--- src/rtl/fetch_controller_pkg.sv ---
// Shared widths, Q-phase encoding and NOP word for the PIC16F fetch sequencer.
// No logic of its own.
// No flow control; constants and one helper only.
package fetch_controller_pkg;

  localparam int ADDR_WIDTH  = 13;
  localparam int INSTR_WIDTH = 14;
  localparam int STACK_DEPTH = 8;

  // A flushed slot presents an all-zero word, which the PIC16F decodes as NOP.
  localparam logic [INSTR_WIDTH-1:0] NOP_WORD = '0;

  typedef enum logic [1:0] {
    Q1 = 2'd0,
    Q2 = 2'd1,
    Q3 = 2'd2,
    Q4 = 2'd3
  } q_phase_e;

  // Q4 rolls over to Q1 through the natural 2-bit wrap.
  function automatic q_phase_e next_phase(input q_phase_e q);
    return q_phase_e'(q + 2'd1);
  endfunction

endpackage

--- src/rtl/fetch_controller_if.sv ---
// Program memory read port: address/enable out of the sequencer, word back.
// Memory returns data one clock after mem_rd_en (registered read).
// No backpressure; the memory must accept every read.
interface fetch_controller_if #(
  parameter int ADDR_WIDTH  = fetch_controller_pkg::ADDR_WIDTH,
  parameter int INSTR_WIDTH = fetch_controller_pkg::INSTR_WIDTH
);

  logic                   mem_rd_en;
  logic [ADDR_WIDTH-1:0]  mem_addr;
  logic [INSTR_WIDTH-1:0] mem_instr;

  modport master (
    output mem_rd_en,
    output mem_addr,
    input  mem_instr
  );

  modport slave (
    input  mem_rd_en,
    input  mem_addr,
    output mem_instr
  );

endinterface

--- src/rtl/fetch_controller_hw_stack.sv ---
// Circular return-address LIFO with sticky overflow/underflow flags.
// Push/pop take effect on the clock edge; top_dat_o is combinational from sp.
// No backpressure: a push when full overwrites the oldest entry, a pop when empty wraps.
module hw_stack #(
  parameter int DEPTH = fetch_controller_pkg::STACK_DEPTH,
  parameter int WIDTH = fetch_controller_pkg::ADDR_WIDTH
) (
  input  logic             clk,
  input  logic             rst,
  input  logic             push_i,
  input  logic             pop_i,
  input  logic [WIDTH-1:0] push_dat_i,
  output logic [WIDTH-1:0] top_dat_o,
  output logic             ovf_o,
  output logic             unf_o
);

  localparam int SPW = $clog2(DEPTH);
  localparam logic [SPW-1:0] SP_ONE   = 1;
  localparam logic [SPW:0]   CNT_ONE  = 1;
  localparam logic [SPW:0]   CNT_FULL = (SPW+1)'(DEPTH);

  logic [WIDTH-1:0] stk_q [DEPTH];
  logic [SPW-1:0]   sp_q, sp_d, sp_dec;
  logic [SPW:0]     count_q, count_d;
  logic             ovf_q, ovf_d;
  logic             unf_q, unf_d;

  // sp points at the next free slot, so the top of stack lives one below it.
  assign sp_dec    = sp_q - SP_ONE;
  assign top_dat_o = stk_q[sp_dec];
  assign ovf_o     = ovf_q;
  assign unf_o     = unf_q;

  // Pointer and occupancy arithmetic; count saturates at both ends while sp keeps wrapping.
  always_comb begin
    sp_d    = sp_q;
    count_d = count_q;
    ovf_d   = ovf_q;
    unf_d   = unf_q;
    if (push_i) begin
      sp_d = sp_q + SP_ONE;
      if (count_q == CNT_FULL) begin
        ovf_d = 1'b1;
      end else begin
        count_d = count_q + CNT_ONE;
      end
    end else if (pop_i) begin
      sp_d = sp_dec;
      if (count_q == '0) begin
        unf_d = 1'b1;
      end else begin
        count_d = count_q - CNT_ONE;
      end
    end
  end

  // Control state; the entry array is deliberately left out of reset.
  always_ff @(posedge clk) begin
    if (rst) begin
      sp_q    <= '0;
      count_q <= '0;
      ovf_q   <= 1'b0;
      unf_q   <= 1'b0;
    end else begin
      sp_q    <= sp_d;
      count_q <= count_d;
      ovf_q   <= ovf_d;
      unf_q   <= unf_d;
    end
  end

  // Entry storage: when full, slot sp already holds the oldest entry, so it is overwritten.
  always_ff @(posedge clk) begin
    if (push_i) begin
      stk_q[sp_q] <= push_dat_i;
    end
  end

endmodule

--- src/rtl/fetch_controller.sv ---
// PIC16F fetch sequencer: Q1..Q4 counter, program counter, IR and branch flush.
// One fetch per 4-clock instruction cycle; fetched word reaches ir at the next Q1 edge.
// stall freezes every register and suppresses mem_rd_en; memory has no backpressure.
module fetch_controller #(
  parameter int ADDR_WIDTH  = fetch_controller_pkg::ADDR_WIDTH,
  parameter int INSTR_WIDTH = fetch_controller_pkg::INSTR_WIDTH,
  parameter int STACK_DEPTH = fetch_controller_pkg::STACK_DEPTH
) (
  input  logic                   clk,
  input  logic                   rst,
  input  logic                   stall,
  input  logic                   pc_load_en,
  input  logic [ADDR_WIDTH-1:0]  pc_load_addr,
  input  logic                   push_en,
  input  logic                   pop_en,
  fetch_controller_if.master     mem,
  output logic [INSTR_WIDTH-1:0] ir,
  output logic                   ir_valid,
  output logic [1:0]             q_phase,
  output logic [ADDR_WIDTH-1:0]  pc,
  output logic                   stk_ovf,
  output logic                   stk_unf
);

  import fetch_controller_pkg::*;

  localparam logic [ADDR_WIDTH-1:0] PC_ONE = 1;

  q_phase_e               q_q, q_d;
  logic [ADDR_WIDTH-1:0]  pc_q, pc_d;
  logic [INSTR_WIDTH-1:0] ir_q, ir_d;
  logic                   ir_vld_q, ir_vld_d;
  logic                   flush_q, flush_d;

  logic                   cmd_fire;
  logic                   do_pop, do_jump, do_push;
  logic [ADDR_WIDTH-1:0]  stk_top;

  // Commands only act on a live Q4 edge; reset drops anything pending.
  assign cmd_fire = (q_q == Q4) && !stall && !rst;
  assign do_pop   = cmd_fire && pop_en;
  assign do_jump  = cmd_fire && !pop_en && pc_load_en;
  assign do_push  = do_jump && push_en;

  // The Q4 fetch uses the pre-update pc; a command on that edge makes it stale, hence the flush.
  assign mem.mem_rd_en = (q_q == Q4) && !stall;
  assign mem.mem_addr  = pc_q;

  assign ir       = ir_q;
  assign ir_valid = ir_vld_q;
  assign q_phase  = q_q;
  assign pc       = pc_q;

  hw_stack #(
    .DEPTH (STACK_DEPTH),
    .WIDTH (ADDR_WIDTH)
  ) u_stk (
    .clk        (clk),
    .rst        (rst),
    .push_i     (do_push),
    .pop_i      (do_pop),
    .push_dat_i (pc_q),
    .top_dat_o  (stk_top),
    .ovf_o      (stk_ovf),
    .unf_o      (stk_unf)
  );

  // Phase sequencing: IR load or NOP insertion at Q1, pc update/branch at Q4.
  always_comb begin
    q_d      = q_q;
    pc_d     = pc_q;
    ir_d     = ir_q;
    ir_vld_d = ir_vld_q;
    flush_d  = flush_q;
    if (!stall) begin
      q_d = next_phase(q_q);
      if (q_q == Q1) begin
        if (flush_q) begin
          ir_d     = INSTR_WIDTH'(NOP_WORD);
          ir_vld_d = 1'b0;
          flush_d  = 1'b0;
        end else begin
          ir_d     = mem.mem_instr;
          ir_vld_d = 1'b1;
        end
      end
      if (q_q == Q4) begin
        if (do_pop) begin
          pc_d    = stk_top;
          flush_d = 1'b1;
        end else if (do_jump) begin
          pc_d    = pc_load_addr;
          flush_d = 1'b1;
        end else begin
          pc_d = pc_q + PC_ONE;
        end
      end
    end
  end

  // Sequencer state; flush starts set so the first instruction cycle presents a NOP.
  always_ff @(posedge clk) begin
    if (rst) begin
      q_q      <= Q1;
      pc_q     <= '0;
      ir_q     <= INSTR_WIDTH'(NOP_WORD);
      ir_vld_q <= 1'b0;
      flush_q  <= 1'b1;
    end else begin
      q_q      <= q_d;
      pc_q     <= pc_d;
      ir_q     <= ir_d;
      ir_vld_q <= ir_vld_d;
      flush_q  <= flush_d;
    end
  end

endmodule

--- src/flat_wrapper.sv ---
// flat-port wrapper written by rule: the top's interface ports become plain ports
module fetch_controller_flat import fetch_controller_pkg::*;
#(
  parameter int ADDR_WIDTH  = fetch_controller_pkg::ADDR_WIDTH,
  parameter int INSTR_WIDTH = fetch_controller_pkg::INSTR_WIDTH,
  parameter int STACK_DEPTH = fetch_controller_pkg::STACK_DEPTH
)
  (clk, rst, stall, pc_load_en, pc_load_addr, push_en, pop_en, ir, ir_valid, q_phase, pc, stk_ovf, stk_unf, mem_mem_rd_en, mem_mem_addr, mem_mem_instr);
  fetch_controller_if #(.ADDR_WIDTH(ADDR_WIDTH), .INSTR_WIDTH(INSTR_WIDTH)) mem_i ();
  input  logic clk;
  input  logic rst;
  input  logic stall;
  input  logic pc_load_en;
  input  logic [ADDR_WIDTH-1:0] pc_load_addr;
  input  logic push_en;
  input  logic pop_en;
  output logic [INSTR_WIDTH-1:0] ir;
  output logic ir_valid;
  output logic [1:0] q_phase;
  output logic [ADDR_WIDTH-1:0] pc;
  output logic stk_ovf;
  output logic stk_unf;
  output wire logic [$bits(mem_i.mem_rd_en)-1:0] mem_mem_rd_en;
  output wire logic [$bits(mem_i.mem_addr)-1:0] mem_mem_addr;
  input wire logic [$bits(mem_i.mem_instr)-1:0] mem_mem_instr;
  assign mem_mem_rd_en = mem_i.mem_rd_en;
  assign mem_mem_addr = mem_i.mem_addr;
  assign mem_i.mem_instr = mem_mem_instr;
  fetch_controller #(.ADDR_WIDTH(ADDR_WIDTH), .INSTR_WIDTH(INSTR_WIDTH), .STACK_DEPTH(STACK_DEPTH)) u_core (.clk(clk), .rst(rst), .stall(stall), .pc_load_en(pc_load_en), .pc_load_addr(pc_load_addr), .push_en(push_en), .pop_en(pop_en), .mem(mem_i), .ir(ir), .ir_valid(ir_valid), .q_phase(q_phase), .pc(pc), .stk_ovf(stk_ovf), .stk_unf(stk_unf));
endmodule
--- config.mk ---
export PLATFORM = sky130hd
export DESIGN_NAME = fetch_controller_flat
export DESIGN_NICKNAME = d
export VERILOG_FILES = /design/src/rtl/fetch_controller_pkg.sv /design/src/rtl/fetch_controller_if.sv /design/src/rtl/fetch_controller_hw_stack.sv /design/src/rtl/fetch_controller.sv /design/src/flat_wrapper.sv
export SDC_FILE = /design/constraint.sdc
export NUM_CORES = 1
export LEC_CHECK = 0
export BUFFER_PORTS_ARGS = -buffer_cell sky130_fd_sc_hd__buf_2
export CAP_MARGIN = 25
export CORE_ASPECT_RATIO = 0.8
export CORE_MARGIN = 4
export CORE_UTILIZATION = 55
export CTS_CLUSTER_SIZE = 24
export DETAILED_ROUTE_END_ITERATION = 8
export PLACE_DENSITY = 0.76
export SKIP_CTS_REPAIR_TIMING = 1
export SLEW_MARGIN = 40
export SYNTH_ARGS = -nofsm -noshare
export SYNTH_HDL_FRONTEND = slang
export SYNTH_HIERARCHICAL = 1
export SYNTH_SLANG_ARGS = --single-unit
--- constraint.sdc ---
create_clock -name clk -period 8 [get_ports clk]
set_input_delay 0.8 -clock clk [delete_from_list [all_inputs] [get_ports clk]]
set_output_delay 0.8 -clock clk [all_outputs]
set_load 0.05 [all_outputs]
# Word level (Yosys, flattened, before mapping)
# Memories as Yosys holds them, arrays and structs flattened.
# Cells that the tools add are included.
word_totals:
  mem_bits_rw: 104
  wordCells: 55
  n_memories: 1
  output_inout_bits: 46
  reg_bits: 40
classes:
  n_reduce_logical: 17
  add_sub_neg: 6
  mux: 16
  bitwise_logic: 2
  n_eq_ne: 4
mem_list:
  columns: ["memory", "depth", "word_bits", "rd", "rd_ports_with_merged_regs", "write_ports", "line_no", "rtl"]
  rows:
  - ["u_core.u_stk.stk_q", 8, 13, 1, 0, 1, "fetch_controller_hw_stack.sv:23", "logic [WIDTH-1:0] stk_q [DEPTH];"]
op_table:
  columns: ["op", "count"]
  rows:
  - ["$mux 13", 2]
  - ["$mux 4", 4]
  - ["$mux 14", 1]
  - ["$add 13x1->13 const B", 1]
  - ["$mux 1", 7]
  - ["$logic_and 1x1->1", 6]
  - ["$mux 3", 2]
  - ["$reduce_and 2->1", 3]
  - ["$reduce_and 3->1", 2]
  - ["$add 4x1->4 const B", 1]
  - ["$eq 4x4->1 const B", 1]
  - ["$logic_not 4->1", 1]
  - ["$sub 4x1->4 const B", 1]
  - ["$add 3x1->3 const B", 1]
  - ["$logic_not 1->1", 3]
  - ["$sub 3x1->3 const B", 1]
  - ["$add 2x1->2 const B", 1]
  - ["$eq 2x2->1 const B", 1]
  - ["$logic_not 2->1", 1]
  - ["$ne 2x1->1 const B", 1]
  - ["$ne 2x2->1 const B", 1]
  - ["$not 1->1", 2]
  - ["$reduce_bool 2->1", 1]

# Logic depth before layout (Yosys ltp)
# Gate-level depths: netlist of the first run.
depth:
  word_depth: 8
  mapped_depth: 11

# By module
# Netlist of the first run, hierarchy kept.
modules_own_cells:
  columns: ["mod", "cells_each", "area_per_inst_um2", "n_inst", "seq_area_each_um2"]
  rows:
  - ["hw_stack", 218, 4471.8, 1, 3303.2]
  - ["fetch_controller", 234, 1851.8, 1, 620.6]

# Least setup slack after synthesis of the first run
# Ideal clock, no wire load.
synth_timing:
  path_kind: "input-to-reg"
  startpoint: "input rst"
  endpoint: "memory u_core/u_stk/stk_q[2][0] (netlist name), enable pin"
  n_path_buf: 2
  path_stages: 6
  arrival_time_ps: 2726
  path_slack_ps: 4874
  path_cell_list: "buf_2 > nor3b_1 > and3_1 > buf_2 > nand2_1 > nor3_1"
synth_via:
  elab_chain_len: 7
synth_rtl:
  columns: ["item", "line_no", "rtl"]
  rows:
  - ["start: declaration", "flat_wrapper.sv:11", "input logic rst;"]
  - ["$logic_not 1->1", "fetch_controller.sv:40", "assign cmd_fire = (q_q == Q4) && !stall && !rst;"]
  - ["$logic_and 1x1->1", "fetch_controller.sv:40", null]
  - ["$logic_and 1x1->1 (2 in a row)", "fetch_controller.sv:42", "assign do_jump = cmd_fire && !pop_en && pc_load_en;"]
  - ["$logic_and 1x1->1", "fetch_controller.sv:43", "assign do_push = do_jump && push_en;"]
  - ["net u_core.do_push", "fetch_controller.sv:36", "logic do_pop, do_jump, do_push;"]
  - ["$mux 1", "fetch_controller_hw_stack.sv:75", "if (push_i) begin"]
  - ["$mux 1 (implied by the code)", "fetch_controller_hw_stack.sv:76", "stk_q[sp_q] <= push_dat_i;"]
  - ["end: declaration", "fetch_controller_hw_stack.sv:23", null]
# The timed path passes the listed nets, and every way through them passes these cells.

# Final worst setup path of the first run
layout_timing:
  startpoint: "register u_core.u_stk.sp_q[0]"
  endpoint: "register u_core.pc_q[7], in the netlist u_core/mem.mem_addr[7]"
layout_via:
  elab_chain_len: 3
layout_rtl:
  columns: ["item", "line_no", "rtl"]
  rows:
  - ["start: declaration", "fetch_controller_hw_stack.sv:24", "logic [SPW-1:0] sp_q, sp_d, sp_dec;"]
  - ["start signal: assignment", "fetch_controller_hw_stack.sv:66", "sp_q <= sp_d;"]
  - ["$sub 3x1->3", "fetch_controller_hw_stack.sv:30", "assign sp_dec = sp_q - SP_ONE;"]
  - ["$mem_v2 8x13", null, null]
  - ["net u_core.stk_top[7]", "fetch_controller.sv:37", "logic [ADDR_WIDTH-1:0] stk_top;"]
  - ["$mux 13", "fetch_controller.sv:88", "if (do_pop) begin"]
  - ["end signal: assignment", "fetch_controller.sv:111", "pc_q <= pc_d;"]
  - ["end: declaration", "fetch_controller.sv:30", "logic [ADDR_WIDTH-1:0] pc_q, pc_d;"]
# The timed path passes the listed nets, and every way through them passes these cells.
# A chain may end at the register's enable or synchronous reset.

==> metrics.md, run 1 <==
| Metric | Value |
|---|---|
| Leakage power | between 0.002 and 0.003 uW |
| Cell area after synthesis | ~0.0063 sq mm |
| Post-synth EDFFs | between 100 and 150 |
| Cell Pwr Density | 232 mW/mm^2 |
| Vias per inst | around 6 |
| GR Overflow Total | 0 |
| Num ports | 79 |
| Vias in the first global route | 4020 |
| Synthesis warning total | 6 |
| Share of synthesized registers carrying an async set or reset | 0% |
| Period minus WS final | approximately 3500 ps |
| First-pass GRT wire length | 22400 microns |
| Final antenna-violating net count | 0 |
| Skew final | between 5 and 6 ps |
| Most common cell after layout, fill and taps aside | edfxtp_1 |
| FP Rows | 34 |
| Max_cap viols | 0 |
| Placer Congestion | around 0.9 |
| Starting Density | between 50% and 60% |
| Layout cells sized above 1 | roughly a third |
| Largest net degree at the start of global routing | 39 |
| Core Box Area | 0.0111 sq mm |
| Status | finished clean |
| Vias | approximately 4000 |
| Initial DRC Count | roughly 400 |
| Worst slew pin tran | 828 ps |
| Seq cells post-synth | ~140 |
| RSZ-0062 raised after global routing | false |
| Yosys cell types | 51 |
| Most frequent cells in the layout | edfxtp_1, buf_2, dfxtp_1 |
| Initial antenna violation count | 0 |
| Post-DP Area | between 0.006 and 0.007 sq mm |
| Worst EP arrival | ~3800 ps |
| Syn_nets | slightly below 500 |
| Die footprint | roughly 0.013 sq mm |
| Die Height | approximately 100 microns |
| H-tree levels | 4 |
| Max-slew violations | 0 |
| Drt wl/cell | approximately 21 microns |
| Number of remaining DRC errors | 0 |
| Fin crit share | around 44% |
| CTS tree | yes |
| Final hold vios | 0 |
| Crit Path Max Fanout | 32 |
| Worst-path clk slew | ~60 ps |
| Buffers added on ports | 78 |
| Fmax | about 290 MHz |
| TritonCTS buffer count | 17 |
| TritonRoute pass-1 iters | 5 |
| Area grow syn2layout | 16.3% |
| ANT cells | 0 |
| Design area | 0.00736 sq mm |
| Setup Viol. Count Final | 0 |
| Worst vdd ir | just over 0.2 mV |
| Layout filler cell count | 800 |
| WP data required | 8270 ps |
| Post-route setup TNS | 0 ps |
| Seq/Total Area, Yosys | between 60% and 70% |
| DRT Wirelength | roughly 14000 microns |
| CP Capture Type | register |
| Worst-Skew Late Latency | 420 ps |
| Die width | about 130 microns |
| Avg Cell Area, Syn | between 10 and 15 sq um |
| GRT Util Overall | between 20 and 25% |
| Nets | 556 |
| Synth Flop Type | edfxtp_1 |
| Clk sink count | about 140 |
| Critical path class | register to register |
| Hold Crit Class | register to register |
| Post-DP HPWL | roughly 9300 microns |
| Root buf cell | clkbuf_16 |
| Clk buf depth | 2 |
| Slew margin rel. | around 45% |
| Critical Path Source Type | register |
| Synth Instances | 452 |
==> cells in the mapped netlist, types with 4 or more instances <==
cell	n	area share (%)
a21oi_1	30	2.4
nor3_1	5	0.40
buf_4	16	1.9
nand2b_1	8	0.79
nor2_1	41	2.4
o21ai_0	15	1.2
ha_1	7	1.4
mux4_1	5	2.1
xnor2_1	6	0.83
inv_1	13	0.77
edfxtp_1	104	49
dfxtp_1	40	13
clkbuf_1	8	0.47
nand3_1	9	0.71
a211oi_1	6	0.71
buf_2	10	0.79
mux2i_1	4	0.63
nand2_1	18	1.1
mux4_2	22	7.8
mux2_2	13	2.3
nor2b_1	4	0.40
nor3b_1	16	1.9
==> metal layers <==
metal  wire [microns]  global-route usage, %  vias up
met5                0                      0        -
met4              225                   7.50        0
met3              846                   6.01       24
met2             7100                   34.7      151
met1             6180                   30.7     2087
li1                 -                      -     1845
==> worst max-delay path, cell delays in order (launching register included) <==
cell,delay [ps]
dfxtp_4,730
inv_1,180
ha_1,860
buf_4,350
mux4_2,320
mux2_2,290
a221o_1,360
o21ai_0,160
a211oi_1,90
==> report_power, final <==
group          switching, uW  internal (uW)
sequential              9.63            797
combinational           50.5           23.2
clock                    308            515
==> registers in the layout, indices dropped and copies added (netlist names) <==
| name | cells |
|---|---|
| u_core/ir | 14 |
| u_core/u_stk/sp_q | 3 |
| u_core/mem.mem_addr | 13 |
| u_core/u_stk/count_q | 4 |
| u_core/u_stk/unf_o | 1 |
| u_core/ir_valid | 1 |
| u_core/q_phase | 2 |
| u_core/u_stk/ovf_o | 1 |
| u_core/u_stk/stk_q | 104 |
| u_core/flush_q | 1 |
==> final cells by class <==
cell class	instances	area (sq um)	area share (%)
tap	144	180	2.45
inverter	13	48.8	0.663
clock inverter	10	120	1.63
clock buffer	22	507	6.89
sequential	144	3930	53.4
timing repair buffer	84	435	5.92
multi-input combinational	255	2140	29.1
==> metrics by stage <==
step / worst slack, ps / total power [uW] / hold slack [ps] / std cells / utilization, %
after detailed placement: 4410 / 895 / 478 / 640 / 60.8
final: 4510 / 1700 / 488 / 672 / 66.5
after floorplan: 4870 / 874 / 488 / 452 / -
after CTS: 4500 / 1710 / 492 / 672 / 66.4
after global placement: 4240 / 893 / 465 / 640 / 60.6
after global routing: 4260 / 1760 / 522 / 672 / 66.5
==> worst paths after layout <==
kind                        start                      to  slack, ps  cells after the start
max          u_core/u_stk/sp_q[0]  u_core/mem.mem_addr[7]       4510                      8
min                  u_core/ir[5]            u_core/ir[5]        490                      2
min reg2reg          u_core/ir[5]            u_core/ir[5]        490                      2
max reg2reg  u_core/u_stk/sp_q[0]  u_core/mem.mem_addr[7]       4510                      8
==> cells by family (layout without fill, tap and decap cells) <==
logic type,count (synthesis),count (layout),share of synthesized area [%]
DFF,144,144,62.0
AOI/OAI and AO/OA,78,78,7.76
adders and majority gates,8,8,1.70
and+or+nand+nor,117,117,9.87
buffers and inverters,53,129,4.65
xor gates and xnor gates,8,8,1.11
muxes,44,44,12.9
Note: power is estimated with default switching activity, not from simulation.
==> run 2: changes to the inputs <==
==> constraint.sdc (replaced) <==
create_clock -name clk -period 3.6 [get_ports clk]
set_input_delay 0.36 -clock clk [delete_from_list [all_inputs] [get_ports clk]]
set_output_delay 0.36 -clock clk [all_outputs]
set_load 0.05 [all_outputs]
==> run 2 against run 1 <==
Sequential share of layout area fell by 0.12 points. Critical endpoint is now u_core/u_stk/count_q[3]. Largest cell class unchanged. Non-clock buffer count rose by 12. Sequential cell count did not move.
==> metrics.md, run 2 (synthesized netlist as in run 1, its figures left out) <==
| Metric | Value |
|---|---|
| Status | finished clean |
| Skew final | 9.20 ps (+4.06 ps) |
| Max-slew violations | 0 (unchanged) |
| Die Height | 104 microns (unchanged) |
| Most frequent cells in the layout | edfxtp_1, buf_2, nor2_1 |
| Hold Crit Class | input port to register |
| GRT Util Overall | 21.7% (-0.65 points) |
| ANT cells | 0 (unchanged) |
| Sw Share | 21.8% (+0.22 points) |
| GR Overflow Total | 0 (unchanged) |
| Num ports | 79 (unchanged) |
| Combinational power share | 4.6% (+0.3 points) |
| Initial antenna violation count | 0 (unchanged) |
| Layout filler cell count | 803 (+0.38%) |
| Storage cell area | 0.00393 sq mm (about the same) |
| Final hold vios | 0 (unchanged) |
| Post-DP HPWL | 9030 microns (-3.3%) |
| Largest net degree at the start of global routing | 38 (-2.6%) |
| Non-filler cells, final | 684 (+1.8%) |
| Period minus WS final | 2840 ps (-649 ps) |
| Met2 usage | 33.1% (-1.5 points) |
| H-tree levels | 4 (unchanged) |
| First-pass GRT wire length | 21700 microns (-2.8%) |
| Clk buf depth | 2 (unchanged) |
| Number of remaining DRC errors | 0 (unchanged) |
| Core Box Area | 0.0111 sq mm (unchanged) |
| Crit Path Max Fanout | 12 (-63%) |
| Busiest layer in global routing | met2 |
| Worst slew pin tran | 706 ps (-122 ps) |
| Largest reg by FF count | u_core/u_stk/stk_q |
| Initial DRC Count | 334 (-16%) |
| Multi-input gate area | 0.00212 sq mm (-0.94%) |
| Die footprint | 0.0133 sq mm (unchanged) |
| TritonRoute pass-1 iters | 5 (unchanged) |
| Worst-Skew Late Latency | 420 ps (about the same) |
| DRT Wirelength | 14000 microns (-2.2%) |
| Root buf cell | clkbuf_16 |
| Slew margin rel. | 53.0% (+8.1 points) |
| Clk sink count | 144 (unchanged) |
| Met1 GRT Util | 30.0% (-0.72 points) |
| Sequential power share | 49.9% (+2.6 points) |
| Critical path class | register to register |
| FP Rows | 34 (unchanged) |
| Nets | 568 (+2.2%) |
| CP Capture Type | register |
| Worst vdd ir | 0.395 mV (+95%) |
| Fmax | 352 MHz (+23%) |
| Placer Congestion | 0.869 (-1.9%) |
| Final antenna-violating net count | 0 (unchanged) |
| Starting Density | 57.2% (unchanged) |
| Vias in the first global route | 3920 (-2.5%) |
| Most common cell after layout, fill and taps aside | edfxtp_1 |
| Int Power | 2810 uW (+110%) |
| Leakage power | 0.00260 uW (+1.1%) |
| Critical Path Source Type | register |
| Buffers added on ports | 78 (unchanged) |
| Switching power total | 783 uW (+110%) |
| WP data required | 3890 ps (-4380 ps) |
| Clock power share | 45.5% (-2.8 points) |
| Largest register FFs | 104 (unchanged) |
| Tot Pwr | 3590 uW (+110%) |
| Fin crit share | 78.9% (+35 points) |
| Worst EP arrival | 3130 ps (-630 ps) |
| Max_cap viols | 0 (unchanged) |
| Setup Viol. Count Final | 0 (unchanged) |
| Die width | 128 microns (unchanged) |
| Cell Pwr Density | 487 mW/mm^2 (+110%) |
| Vias | 4053 (-1.3%) |
| RSZ-0062 raised after global routing | false |
| Vias per inst | 5.93 (-3.0%) |
| Post-route setup TNS | 0 ps (unchanged) |
| Met3 Use GR | 5.65% (-0.36 points) |
| Final Util | 66.6% (+0.10 points) |
| Worst-path clk slew | 60 ps (about the same) |
| Placed cells | 652 (+1.9%) |
| Layout cells sized above 1 | 31.7% (+0.23 points) |
| Area grow syn2layout | 16.5% |
| CTS tree | yes |
| TritonCTS buffer count | 17 (unchanged) |
| Drt wl/cell | 20.5 microns (-3.9%) |
==> run 2: cell types whose count changed in the layout (fill, tap and decap cells not counted), sizes merged <==
cell / change
clkbuf: +2
bufinv: -2
buf: +12
inv: -1
clkinvlp: +1
==> run 2: metal layers <==
layer	up-vias	share of wire [%]
met4	0	1.6
met1	2004	43
li1	1864	-
met3	22	6.9
met5	-	0
met2	163	48
==> run 2: worst paths after layout <==
kind | start | to | slack (ps) | cells past startpoint
worst max-delay path | u_core/q_phase[0] | u_core/u_stk/count_q[3] | 760 | 9
worst min-delay path | pc_load_addr[12] | u_core/mem.mem_addr[12] | 260 | 3
worst max register to register | u_core/q_phase[0] | u_core/u_stk/count_q[3] | 760 | 9
worst min register to register | u_core/u_stk/ovf_o | u_core/u_stk/ovf_o | 480 | 2
==> run 2: critical path: stages (launching register included) <==
cell and delay (ps):
dfxtp_1 390, ha_1 210, nor3b_1 400, and3_1 460
inv_1 170, ha_1 310, a21o_1 180, a21oi_1 160
mux4_2 300, nor2b_1 140
==> run 2: cell type report <==
cell class,instances,share of cell area [%]
flip-flops and latches,144,53.3
multi-input cells,255,28.7
repair buffers,96,7.30
clock buffers,24,6.84
well taps,144,2.45
clock inverters,8,0.730
inverters,13,0.662
==> run 2: per-stage QoR <==
step	worst slack [ps]	hold WS (ps)	cell area, sq um
floorplan	505	488	6320
global placement	911	454	6810
detailed placement	745	466	6810
CTS	752	247	7370
global route	573	275	7370
finish	759	257	7370
==> run 2: power groups by stage <==
stage          Clock [uW]  Combinational (uW)  Sequential [uW]
2_1_floorplan           0                87.6             1850
3_3_place_gp            0                 161             1820
3_5_place_dp            0                 165             1830
4_1_cts              1660                 166             1790
5_1_grt              1740                 178             1790
6_report             1630                 167             1790
==> run 3: changes to the inputs <==
--- a/config.mk
+++ b/config.mk
@@ -5,14 +5,15 @@
 export SDC_FILE = /design/constraint.sdc
 export NUM_CORES = 1
 export LEC_CHECK = 0
+export ABC_AREA = 1
 export BUFFER_PORTS_ARGS = -buffer_cell sky130_fd_sc_hd__buf_2
 export CAP_MARGIN = 25
 export CORE_ASPECT_RATIO = 0.8
 export CORE_MARGIN = 4
-export CORE_UTILIZATION = 55
+export CORE_UTILIZATION = 52
 export CTS_CLUSTER_SIZE = 24
 export DETAILED_ROUTE_END_ITERATION = 8
-export PLACE_DENSITY = 0.76
+export PLACE_DENSITY = 0.75
 export SKIP_CTS_REPAIR_TIMING = 1
 export SLEW_MARGIN = 40
 export SYNTH_ARGS = -nofsm -noshare
==> constraint.sdc (replaced) <==
create_clock -name clk -period 2.4 [get_ports clk]
set_input_delay 0.24 -clock clk [delete_from_list [all_inputs] [get_ports clk]]
set_output_delay 0.24 -clock clk [all_outputs]
set_load 0.05 [all_outputs]
==> run 3 against run 2 <==
Setup slack lost 500 ps. Global-route usage grew 3.1 points. Critical path depth unchanged. Final area is 4.4% higher. Total power up 55%. Cell count is 40% higher. Register-to-register slack lost 500 ps. Fmax rose by 33%. Largest cell class unchanged.
==> metrics.md, run 3 <==
| Metric | Value |
|---|---|
| Post-DP Area | 0.00710 sq mm (+4.2%) |
| Most frequent cells in the layout | nand2_1, nor2_1, edfxtp_1 |
| Top-count cell post-synth | nand2_1 |
| TritonRoute pass-1 iters | 5 (unchanged) |
| Critical Path Source Type | register |
| Nets | 812 (+43%) |
| Area grow syn2layout | 17.2% |
| RSZ-0062 raised after global routing | false |
| Post-route setup TNS | 0 ps (unchanged) |
| Post-synth EDFFs | 104 (unchanged) |
| Buffers added on ports | 78 (unchanged) |
| Number of remaining DRC errors | 0 (unchanged) |
| Reg2reg start | u_core/q_phase[0] |
| Starting Density | 53.6% (-3.6 points) |
| TritonCTS buffer count | 17 (unchanged) |
| Skew final | 17.1 ps (+7.94 ps) |
| Synthesis warning total | 6 (unchanged) |
| Leakage power | 0.00327 uW (+26%) |
| Seq cells post-synth | 144 (unchanged) |
| Worst vdd ir | 0.500 mV (+27%) |
| Root buf cell | clkbuf_16 |
| Worst hold margin | 40.8 ps (-216 ps) |
| CP delay by family, top | simple AND/OR/NAND/NOR gates |
| Period minus WS final | 2140 ps (-705 ps) |
| ANT cells | 0 (unchanged) |
| H-tree levels | 4 (unchanged) |
| Num ports | 79 (unchanged) |
| Worst path max stage delay | 360 ps (-100 ps) |
| FP Rows | 36 (+5.9%) |
| Slowest CP cell | dfxtp_2 |
| Crit Path Max Fanout | 13 (+1) |
| Post-DP HPWL | 11100 microns (+23%) |
| GRT Util Overall | 24.8% (+3.1 points) |
| Cell area after synthesis | 0.00657 sq mm (+3.8%) |
| Critical path class | register to register |
| Avg Cell Area, Syn | 9.57 sq um (-32%) |
| Drt wl/cell | 18.1 microns (-12%) |
| Largest reg by FF count | u_core/u_stk/stk_q |
| Clk buf depth | 2 (unchanged) |
| Layout cells sized above 1 | 22.1% (-9.6 points) |
| Share of synthesized registers carrying an async set or reset | 0% (unchanged) |
| Vias per inst | 5.54 (-6.5%) |
| Cells along the critical path | ha_1 > nand2_4 > nor2_8 > nand3_4 > nor2_1 > buf_4 > nand2_1 > nor2_2 > buf_4 |
| Cell Pwr Density | 722 mW/mm^2 (+48%) |
| Synth top area share | 47.6% (-1.8 points) |
| Synth top area cells | edfxtp_1, dfxtp_1, nand2_1 |
| Layout filler cell count | 1016 (+27%) |
| Worst EP arrival | 2250 ps (-880 ps) |
| Crit-path most repeated cell | buf_4 |
| Fmax | 468 MHz (+33%) |
| DRT Wirelength | 17300 microns (+23%) |
| Synth Instances | 686 (+52%) |
| Setup Viol. Count Final | 0 (unchanged) |
| Die footprint | 0.0145 sq mm (+9.1%) |
| Buffers & Inverters on Critical Path | 2 (+1) |
| Placed cells | 923 (+42%) |
| Synth cell count leaders | nand2_1, nor2_1, edfxtp_1, o21ai_0, o21ai_1 |
| Max_cap viols | 0 (unchanged) |
| Status | finished clean |
| HP Start | stall |
| WP data required | 2520 ps (-1370 ps) |
| CP Capture Type | register |
| Worst-Skew Late Latency | 430 ps (about the same) |
| Most common cell after layout, fill and taps aside | nand2_1 |
| Hold Crit Class | input port to register |
| Synth Flop Type | edfxtp_1 |
| Core Box Area | 0.0123 sq mm (+11%) |
| GR Overflow Total | 0 (unchanged) |
| Fin crit share | 89.0% (+10 points) |
| Largest register FFs | 104 (unchanged) |
| Storage cell area | 0.00393 sq mm (about the same) |
| Final hold vios | 0 (unchanged) |
| Yosys top cell by area | edfxtp_1 |
| Clk sink count | 144 (unchanged) |
| Yosys cell types | 39 (-24%) |
| Final antenna-violating net count | 0 (unchanged) |
| Max-slew violations | 0 (unchanged) |
| Critical Path Start | u_core/q_phase[0] |
| Vias in the first global route | 4930 (+26%) |
| Initial DRC Count | 838 (+150%) |
| Die Height | 109 microns (+4.4%) |
| Seq/Total Area, Yosys | 59.8% (-2.3 points) |
| Slew margin rel. | 61.5% (+8.5 points) |
| Non-filler cells, final | 955 (+40%) |
| Syn_nets | 727 (+47%) |
| Worst slew pin tran | 577 ps (-128 ps) |
| Vias | 5290 (+31%) |
| Die width | 134 microns (+4.5%) |
| CTS tree | yes |
| Largest net degree at the start of global routing | 57 (+50%) |
| First-pass GRT wire length | 27200 microns (+25%) |
| Design area | 0.00770 sq mm (+4.4%) |
| Multi-input gate area | 0.00220 sq mm (+3.7%) |
| Placer Congestion | 0.966 (+11%) |
| Initial antenna violation count | 0 (unchanged) |
| Worst-path clk slew | 60 ps (about the same) |
## run 3: cell count changes after synthesis, sizes merged, moves of 8 or more
cell and change:
inv +21, mux2 -13, nor2 +91, mux4 -27, nand2b -8, nor3b -16, nand2 +130, a21oi +9
o21ai +79, nand3 +15
## run 3: final timing paths
| path | endpoint | slack [ps] | depth (start not counted) |
|---|---|---|---|
| max | u_core/u_stk/stk_q[2][8] | 260 | 9 |
| min | u_core/q_phase[1] | 40 | 2 |
| max reg2reg | u_core/u_stk/stk_q[2][8] | 260 | 9 |
| min reg2reg | u_core/q_phase[0] | 460 | 1 |
## run 3: layout make-up
type / count / area share (%)
clock buffer: 17 / 5.53
clock inverter: 15 / 2.23
inverter: 34 / 1.66
multi-input combinational: 465 / 28.5
sequential: 144 / 51.0
tap: 171 / 2.78
timing repair buffer: 109 / 8.26
## run 3: worst reg2reg max path, cell delays in order (launching register included)
cell	delay (ps)
dfxtp_2	360
ha_1	220
nand2_4	90
nor2_8	110
nand3_4	70
nor2_1	210
buf_4	200
nand2_1	160
nor2_2	190
buf_4	240
## run 3: power breakdown
part           internal (uW)  switching, uW
Clock                   1560           1110
Combinational           63.7            157
Sequential              2650           10.9
## run 3: per-layer routing
metal  wire [microns]  global-route usage, %  vias up
li1                 -                      -     2463
met1             7480                   35.9     2477
met2             7640                   36.4      314
met3             1800                   6.47       36
met4              356                   9.03        0
met5                0                      0        -
## run 3: cells by family after synthesis
| group | count (synthesis) | share of synthesized area, % |
|---|---|---|
| flip-flops | 144 | 59.8 |
| adder cells (fa/ha/maj) | 8 | 1.64 |
| AND/OR/NAND/NOR | 312 | 19.6 |
| XOR/XNOR | 4 | 0.648 |
| buffers and inverters | 77 | 7.11 |
| AO/OA/AOI/OAI | 141 | 11.2 |
## run 3: metrics by stage
step | util, % | setup slack, ps | total power [uW]
2_1_floorplan | - | 16.4 | 2860
4_1_cts | 62.8 | 271 | 5570
5_1_grt | 62.8 | 105 | 5720
3_3_place_gp | 57.9 | 346 | 2930
3_5_place_dp | 57.9 | 306 | 2930
6_report | 62.8 | 264 | 5560
